## src/rtl/rv32i_pkg.sv

```systemverilog
// Shared RV32I pipeline types: memory-port owner encoding, response tag and default widths.
package rv32i_pkg;

  localparam int DEF_ADDR_W = 10;
  localparam int DEF_DATA_W = 32;

  typedef enum logic {
    OWN_IF = 1'b0,
    OWN_D  = 1'b1
  } owner_e;

  typedef struct packed {
    logic   valid;
    owner_e owner;
  } resp_tag_t;

endpackage : rv32i_pkg

```

## src/rtl/mem_port_arbiter_if.sv

```systemverilog
// Requester and memory-side signals of the shared instruction/data memory port.
interface mem_port_arbiter_if #(
  parameter int ADDR_W = rv32i_pkg::DEF_ADDR_W,
  parameter int DATA_W = rv32i_pkg::DEF_DATA_W
);
  logic              if_req;
  logic [ADDR_W-1:0] if_addr;
  logic              if_gnt;
  logic              if_rvalid;
  logic [DATA_W-1:0] if_rdata;

  logic              d_req;
  logic              d_we;
  logic [ADDR_W-1:0] d_addr;
  logic [DATA_W-1:0] d_wdata;
  logic              d_gnt;
  logic              d_rvalid;
  logic [DATA_W-1:0] d_rdata;

  logic              mem_en;
  logic              mem_we;
  logic [ADDR_W-1:0] mem_addr;
  logic [DATA_W-1:0] mem_wdata;
  logic [DATA_W-1:0] mem_rdata;

  logic              stall_if;
  logic              stall_d;

  modport slave (
    input  if_req, if_addr, d_req, d_we, d_addr, d_wdata, mem_rdata,
    output if_gnt, if_rvalid, if_rdata, d_gnt, d_rvalid, d_rdata,
    output mem_en, mem_we, mem_addr, mem_wdata, stall_if, stall_d
  );

  modport master (
    output if_req, if_addr, d_req, d_we, d_addr, d_wdata, mem_rdata,
    input  if_gnt, if_rvalid, if_rdata, d_gnt, d_rvalid, d_rdata,
    input  mem_en, mem_we, mem_addr, mem_wdata, stall_if, stall_d
  );

endinterface : mem_port_arbiter_if

```

## src/rtl/mem_port_arbiter_resp_tag_pipe.sv

```systemverilog
// DEPTH-stage {valid, owner} shift register that tracks which requester owns each
// read returning from the memory.
module resp_tag_pipe
  import rv32i_pkg::*;
#(
  parameter int DEPTH = 1
) (
  input  logic      clk1,
  input  logic      rst_n,
  input  resp_tag_t push_tag,
  output resp_tag_t tail_tag
);

  resp_tag_t [DEPTH-1:0] pipe_q, pipe_d;

  always_comb begin
    pipe_d    = pipe_q;
    pipe_d[0] = push_tag;
    for (int i = 1; i < DEPTH; i++) begin
      pipe_d[i] = pipe_q[i-1];
    end
  end

  // NOTE: non-blocking assignment so every stage samples the pre-edge value of its neighbour.
  // NOTE: unlike a data RAM, this array is reset: a stale valid bit would fake an rvalid.
  always_ff @(posedge clk1) begin
    if (!rst_n) pipe_q <= '0;
    else        pipe_q <= pipe_d;
  end

  assign tail_tag = pipe_q[DEPTH-1];

endmodule : resp_tag_pipe

```

## src/rtl/mem_port_arbiter.sv

```systemverilog
// Shares the single unified memory port between fetch and load/store: one grant per
// cycle, data first unless fetch has been starved, read data routed back by owner tag.
module mem_port_arbiter
  import rv32i_pkg::*;
#(
  parameter int ADDR_W     = DEF_ADDR_W,
  parameter int DATA_W     = DEF_DATA_W,
  parameter int MEM_LAT    = 1,
  parameter int STARVE_MAX = 4
) (
  input  logic               clk1,
  input  logic               rst_n,
  input  logic               HALTED,
  mem_port_arbiter_if.slave  bus
);

  localparam logic [3:0] STARVE_LIM = 4'(STARVE_MAX);

  logic [3:0]        starve_q, starve_d;
  logic              if_gnt, d_gnt, fetch_first;
  logic [ADDR_W-1:0] mem_addr;
  logic [DATA_W-1:0] mem_wdata;
  resp_tag_t         push_tag, tail_tag;

  always_comb begin
    // NOTE: defaults first, so no branch below can leave a signal unassigned and infer a latch.
    if_gnt      = 1'b0;
    d_gnt       = 1'b0;
    starve_d    = starve_q;
    fetch_first = bus.if_req && (starve_q == STARVE_LIM);

    if (rst_n && !HALTED) begin
      if (bus.d_req && !fetch_first) d_gnt  = 1'b1;
      else if (bus.if_req)           if_gnt = 1'b1;
    end

    // Counter freezes while halted so the fairness debt survives the halt.
    if (!HALTED) begin
      if (if_gnt || !bus.if_req) starve_d = '0;
      else if (d_gnt)            starve_d = starve_q + 4'd1;
    end
  end

  always_ff @(posedge clk1) begin
    if (!rst_n) starve_q <= '0;
    else        starve_q <= starve_d;
  end

  assign mem_addr  = d_gnt ? bus.d_addr : bus.if_addr;
  assign mem_wdata = (d_gnt && bus.d_we) ? bus.d_wdata : '0;
  assign push_tag  = '{valid: (if_gnt || (d_gnt && !bus.d_we)),
                       owner: (d_gnt ? OWN_D : OWN_IF)};

  resp_tag_pipe #(.DEPTH(MEM_LAT)) u_tag_pipe (
    .clk1     (clk1),
    .rst_n    (rst_n),
    .push_tag (push_tag),
    .tail_tag (tail_tag)
  );

  assign bus.if_gnt    = if_gnt;
  assign bus.d_gnt     = d_gnt;
  assign bus.mem_en    = if_gnt | d_gnt;
  assign bus.mem_we    = d_gnt & bus.d_we;
  assign bus.mem_addr  = mem_addr;
  assign bus.mem_wdata = mem_wdata;
  assign bus.stall_if  = bus.if_req & ~if_gnt;
  assign bus.stall_d   = bus.d_req & ~d_gnt;

  assign bus.if_rvalid = tail_tag.valid && (tail_tag.owner == OWN_IF);
  assign bus.d_rvalid  = tail_tag.valid && (tail_tag.owner == OWN_D);
  assign bus.if_rdata  = bus.if_rvalid ? bus.mem_rdata : '0;
  assign bus.d_rdata   = bus.d_rvalid  ? bus.mem_rdata : '0;

endmodule : mem_port_arbiter
```

## src/flat_wrapper.sv

```systemverilog
// flat-port wrapper written by rule: the top's interface ports become plain ports
module mem_port_arbiter_flat import rv32i_pkg::*;
#(
  parameter int ADDR_W     = DEF_ADDR_W,
  parameter int DATA_W     = DEF_DATA_W,
  parameter int MEM_LAT    = 1,
  parameter int STARVE_MAX = 4
)
  (clk1, rst_n, HALTED, bus_if_req, bus_if_addr, bus_d_req, bus_d_we, bus_d_addr, bus_d_wdata, bus_mem_rdata, bus_if_gnt, bus_if_rvalid, bus_if_rdata, bus_d_gnt, bus_d_rvalid, bus_d_rdata, bus_mem_en, bus_mem_we, bus_mem_addr, bus_mem_wdata, bus_stall_if, bus_stall_d);
  mem_port_arbiter_if #(.ADDR_W(ADDR_W), .DATA_W(DATA_W)) bus_i ();
  input  logic clk1;
  input  logic rst_n;
  input  logic HALTED;
  input wire logic [$bits(bus_i.if_req)-1:0] bus_if_req;
  input wire logic [$bits(bus_i.if_addr)-1:0] bus_if_addr;
  input wire logic [$bits(bus_i.d_req)-1:0] bus_d_req;
  input wire logic [$bits(bus_i.d_we)-1:0] bus_d_we;
  input wire logic [$bits(bus_i.d_addr)-1:0] bus_d_addr;
  input wire logic [$bits(bus_i.d_wdata)-1:0] bus_d_wdata;
  input wire logic [$bits(bus_i.mem_rdata)-1:0] bus_mem_rdata;
  output wire logic [$bits(bus_i.if_gnt)-1:0] bus_if_gnt;
  output wire logic [$bits(bus_i.if_rvalid)-1:0] bus_if_rvalid;
  output wire logic [$bits(bus_i.if_rdata)-1:0] bus_if_rdata;
  output wire logic [$bits(bus_i.d_gnt)-1:0] bus_d_gnt;
  output wire logic [$bits(bus_i.d_rvalid)-1:0] bus_d_rvalid;
  output wire logic [$bits(bus_i.d_rdata)-1:0] bus_d_rdata;
  output wire logic [$bits(bus_i.mem_en)-1:0] bus_mem_en;
  output wire logic [$bits(bus_i.mem_we)-1:0] bus_mem_we;
  output wire logic [$bits(bus_i.mem_addr)-1:0] bus_mem_addr;
  output wire logic [$bits(bus_i.mem_wdata)-1:0] bus_mem_wdata;
  output wire logic [$bits(bus_i.stall_if)-1:0] bus_stall_if;
  output wire logic [$bits(bus_i.stall_d)-1:0] bus_stall_d;
  assign bus_i.if_req = bus_if_req;
  assign bus_i.if_addr = bus_if_addr;
  assign bus_i.d_req = bus_d_req;
  assign bus_i.d_we = bus_d_we;
  assign bus_i.d_addr = bus_d_addr;
  assign bus_i.d_wdata = bus_d_wdata;
  assign bus_i.mem_rdata = bus_mem_rdata;
  assign bus_if_gnt = bus_i.if_gnt;
  assign bus_if_rvalid = bus_i.if_rvalid;
  assign bus_if_rdata = bus_i.if_rdata;
  assign bus_d_gnt = bus_i.d_gnt;
  assign bus_d_rvalid = bus_i.d_rvalid;
  assign bus_d_rdata = bus_i.d_rdata;
  assign bus_mem_en = bus_i.mem_en;
  assign bus_mem_we = bus_i.mem_we;
  assign bus_mem_addr = bus_i.mem_addr;
  assign bus_mem_wdata = bus_i.mem_wdata;
  assign bus_stall_if = bus_i.stall_if;
  assign bus_stall_d = bus_i.stall_d;
  mem_port_arbiter #(.ADDR_W(ADDR_W), .DATA_W(DATA_W), .MEM_LAT(MEM_LAT), .STARVE_MAX(STARVE_MAX)) u_core (.clk1(clk1), .rst_n(rst_n), .HALTED(HALTED), .bus(bus_i));
endmodule
```

## config.mk

```make
export PLATFORM = sky130hd
export DESIGN_NAME = mem_port_arbiter_flat
export DESIGN_NICKNAME = d
export VERILOG_FILES = /design/src/rtl/rv32i_pkg.sv /design/src/rtl/mem_port_arbiter_if.sv /design/src/rtl/mem_port_arbiter_resp_tag_pipe.sv /design/src/rtl/mem_port_arbiter.sv /design/src/flat_wrapper.sv
export SDC_FILE = /design/constraint.sdc
export NUM_CORES = 1
export LEC_CHECK = 0
export CORE_AREA = 5 5 98 64
export CTS_CLUSTER_DIAMETER = 30
export DETAILED_ROUTE_END_ITERATION = 8
export DIE_AREA = 0 0 103 69
export GPL_ROUTABILITY_DRIVEN = 1
export PLACE_DENSITY = 0.87
export SLEW_MARGIN = 20
export SYNTH_ARGS = -nofsm -noshare
export SYNTH_HDL_FRONTEND = slang
export SYNTH_SLANG_ARGS = --single-unit
```

## constraint.sdc

```tcl
create_clock -name clk1 -period 5.2 [get_ports clk1]
set_input_delay 0.78 -clock clk1 [delete_from_list [all_inputs] [get_ports clk1]]
set_output_delay 0.78 -clock clk1 [all_outputs]
set_load 0.03 [all_outputs]
```

# After elaboration in Yosys (flattened, before gate mapping)

Cells that the tools add are included.

Reduce and logical (&&, ||, !) cells: 15
Equality and inequality tests: 1
Magnitude comparators: 0
Bitwise gates (word level): 8
Shift operators: 0
Div/mod/pow operators: 0
Mux-type cells: 12
$add $sub $neg: 1
$mul: 0

Operator list:

| cell                                                 | count |
|---|---|
| 2-to-1 mux 32 bit                                    | 3 |
| 2-to-1 mux 10 bit                                    | 1 |
| 2-to-1 mux 4 bit                                     | 2 |
| logical AND 1 bit                                    | 7 |
| 2-to-1 mux 1 bit                                     | 6 |
| adder 4 x 1 -> 4 bit (second input constant)         | 1 |
| equality test 4 x 3 -> 1 bit (second input constant) | 1 |
| zero test 1 bit                                      | 4 |
| inverter 1 bit                                       | 4 |
| AND 1 bit                                            | 3 |
| logical OR 1 bit                                     | 2 |
| AND reduction 2 bit                                  | 1 |
| nonzero test 2 bit                                   | 1 |
| bitwise OR 1 bit                                     | 1 |

Flip-flop bits (word level): 6
Output and inout bits: 114
Memories: 0
Bits in latches: 0
Memory bits (writable): 0
Bits in read-only memories: 0
Logic and storage cells: 40

# Longest topological paths before layout

Depth after elaboration: 9
Gate-level depth with buffers: 6
Gate-level depth less buffers: 5

# By module

Synthesis repeated with hierarchy kept, for this count alone.

Cell total of the unflattened synthesis: 166
Area total of the unflattened synthesis: 1153.6 um^2

By module, submodules not included:

| module           | sequential area each (um^2) | times used | area each (um^2) | cells an instance |
|---|---|---|---|---|
| mem_port_arbiter | 80.1                        | 1          | 1101.1           | 162 |
| resp_tag_pipe    | 40.0                        | 1          | 52.6             | 4 |

# Worst setup path after synthesis

OpenSTA, ideal clock, no wires.

Path kind: input to output
Start point: input port rst_n
End point: output port bus_mem_wdata[22]
Path slack: 2.490 ns
Buffers on the path: 3
Arrival time: 1.930 ns
Stages on the path: 6
Cell sequence: buf_6 > nor2b_4 > buf_6 > and4_4 > buf_2 > and2_1

Word-level cells in the longest chain between the ends: 4

Ends and longest elaborated chain:

| what               | RTL line               | text |
|---|---|---|
| start: declaration | flat_wrapper.sv:12     | `input logic rst_n;` |
| logical AND 1 bit  | mem_port_arbiter.sv:32 | `if (rst_n && !HALTED) begin` |
| 2-to-1 mux 1 bit   | mem_port_arbiter.sv:32 |  |
| logical AND 1 bit  | mem_port_arbiter.sv:50 | `assign mem_wdata = (d_gnt && bus.d_we) ? bus.d_wdata : '0;` |
| 2-to-1 mux 32 bit  | mem_port_arbiter.sv:50 |  |
| end: declaration   | flat_wrapper.sv:30     | `output wire logic [$bits(bus_i.mem_wdata)-1:0] bus_mem_wdata;` |

No other way between the ends.

# Worst setup path after layout

Start point: input port rst_n
End point: output port bus_mem_addr[9]

Word-level cells in the longest chain between the ends: 3

Ends and longest elaborated chain:

| what              | RTL line               | text |
|---|---|---|
| logical AND 1 bit | mem_port_arbiter.sv:32 |  |
| 2-to-1 mux 1 bit  | mem_port_arbiter.sv:32 |  |
| 2-to-1 mux 10 bit | mem_port_arbiter.sv:49 | `assign mem_addr = d_gnt ? bus.d_addr : bus.if_addr;` |
| end: declaration  | flat_wrapper.sv:29     | `output wire logic [$bits(bus_i.mem_addr)-1:0] bus_mem_addr;` |

No other way between the ends.

==> summary.txt <==
status: completed
I/O pins: 204
placed cell area: 3250 um2
Setup Crit Path Kind: input port to output port
Gate power share: 61.6%
Post-Layout Cell Count: 426
hold_buf cts: 0
clock sinks: 6
drt total wl: 6720 um
Detail Route Antenna Nets: 0
Post-Syn Nets: 257
CTS root buf: clkbuf_8
unrepaired setup endpoints after global routing: false
most common cell after layout, fill and taps aside: clkdlybuf4s50_1
flops & latches, synth: 6
Clock power frac: 21.6%
vias in the first global route: 1,839
worst slew pin tran: 944 ps
DRT Pass-1 Iters: 4
GPL Wtd Cong: 0.839
Synth area leaders: and2_1 (35%), and3_1 (17%), mux2_4 (11%)
TritonCTS buffer count: 3
max frequency: 0.264 GHz
Final Hold Vio Count: 0
global route overflow: 0
GR Util All Layers: 17.6%
hpwl dp: 5720 um
Final min period: 3790 ps
clock-pin slew of the registers on the worst-case setup and hold paths: 30 ps
VDD IR max: 0.0748 mV
sequential power share: 16.9%
routed len/inst: 15.8 um
syn avg cell area: 7.34 um2
area leader, netlist: and2_1
initial DRC count: 51
Startpoint Class: input port
site row count: 21
most frequent cells in the layout: clkdlybuf4s50_1 (203), and2_1 (67), and3_1 (32), mux2_4 (9)
die footprint: 7110 um2
Sw Share: 33.6%
Power Internal: 0.209 mW
CP max-delay cell: clkdlybuf4s50_1
max_cap viols: 0
Syn Std Cell Area: 1210 um2
mean number of vias per cell: 4.29
Seq/Total Area, Yosys: 9.92%
Synth Warn #: 0
final setup violating endpoints: 0
Initial Util: 22.8%
pwr dens: 95.5 nW/um2
Remaining DRCs: 0
total setup buffers inserted after CTS: 0
DP Cell Count: 423
Required @ worst endpoint: 4420 ps
via count: 1,827
layout cells sized above 1: 5.04%
Synth Instances: 165
Max Buffers Root-to-Sink: 2
top_reg_cell synth: dfxtp_1
Synth-to-Final Area Change: 171%
post-route cell area: 3290 um2
critical path capture point type: output port
Distinct cells, synth: 29
CTS tree: done
pin count of the biggest net entering global routing: 35
switching power: 0.105 mW
largest incremental delay on the critical path: 630 ps
Synth top area share: 34.6%
FFs w/ async S/R, synth: 0%
worst hold slack: 515 ps
# diodes: 0
critical-path cell list: clkdlybuf4s50_1 > nor2b_4 > and3_4 > mux2_2 > clkdlybuf4s50_1
final clock skew: 0.713 ps
chip width: 103 um
setup_tns: 0 ps
Die Height: 69 um
Final #Nets: 451
HP Class: register to register
first-pass GRT wire length: 10,100 um
Worst-Skew Late Latency: 220 ps
Post-synth EDFFs: 0
Tcrit/Tclk final: 72.9%
critical path arrival: 3010 ps
CP max FO: 11
max-slew violation count: 0
Core ar.: 5310 um2
CTS H-tree lvls: 1
Port Buffers: 203
cells resized by post-CTS repair: 0
CP most frequent cell: clkdlybuf4s50_1
LEAKAGE: 1.35 nW
Slew Limit Headroom: 37.0%
initial antenna violation count: 0
-- cells in the mapped netlist, drive strengths merged, types with 2 or more instances --
master   n
buf      4
ha       2
inv      3
nand4b   2
nand3b   2
nor2b    2
and2    67
o21ai    3
nand2    4
o211ai   2
clkbuf  11
and3    34
mux2    10
dfxtp    6
nand3    6
-- worst max-delay path: cells and delay by family --
family	cells	cell delay, ps
buffers and inverters	2	1220
muxes	1	360
and+or+nand+nor	2	640
-- flip-flops by register name, summed over array words and instances (netlist names) --
signal                      flops
u_core.starve_q                 4
u_core.u_tag_pipe.tail_tag      2
-- worst paths after layout --
kind / start / to / slack (ps) / cells past startpoint
min reg2reg: u_core.starve_q[1] / u_core.starve_q[1] / 520 / 2
max reg2reg: u_core.starve_q[2] / u_core.starve_q[3] / 3920 / 3
max: rst_n / bus_mem_addr[9] / 1410 / 5
min: u_core.starve_q[1] / u_core.starve_q[1] / 520 / 2
-- cells by family (layout without fill, tap and decap cells) --
logic type / count (synthesis) / after routing / synth area share (%)
adder cells (fa/ha/maj): 2 / 2 / 2.07
flip-flops: 6 / 6 / 9.92
AND/OR/NAND/NOR: 121 / 121 / 63.3
AO/OA/AOI/OAI: 8 / 8 / 4.13
multiplexers: 10 / 10 / 12.1
buffers and inverters: 18 / 210 / 8.47
-- cell type report --
type,instances,area (um2)
clock buffer,3,41.3
fill,478,2020
inverter,3,11.3
multi-input combinational,141,988
sequential,6,120
tap,69,86.3
timing repair buffer,204,2040
-- layer usage --
metal / up-vias / routed length (um) / GRT usage (%)
met3: 2 / 677 / 5.75
met4: 0 / 20 / 2.01
li1: 941 / - / -
met1: 808 / 2480 / 19.9
met2: 76 / 3540 / 32.7
met5: - / 0 / 0
-- through the flow --
stage	power (mW)	util [%]	setup WS, ps
after floorplan	0.132	-	2490
after global placement	0.245	61.2	1440
after detailed placement	0.247	61.2	1410
after CTS	0.319	61.9	1410
after global routing	0.333	61.9	1300
final	0.314	61.9	1410
-- power by group through the flow --
stage	logic, mW	clock network [mW]	registers (mW)
floorplan	0.0825	0	0.0491
global placement	0.191	0	0.0536
detailed placement	0.194	0	0.0536
CTS	0.195	0.0711	0.0529
global route	0.204	0.0752	0.0538
finish	0.193	0.0677	0.0530
No activity file was read; power rests on OpenSTA's default activity.
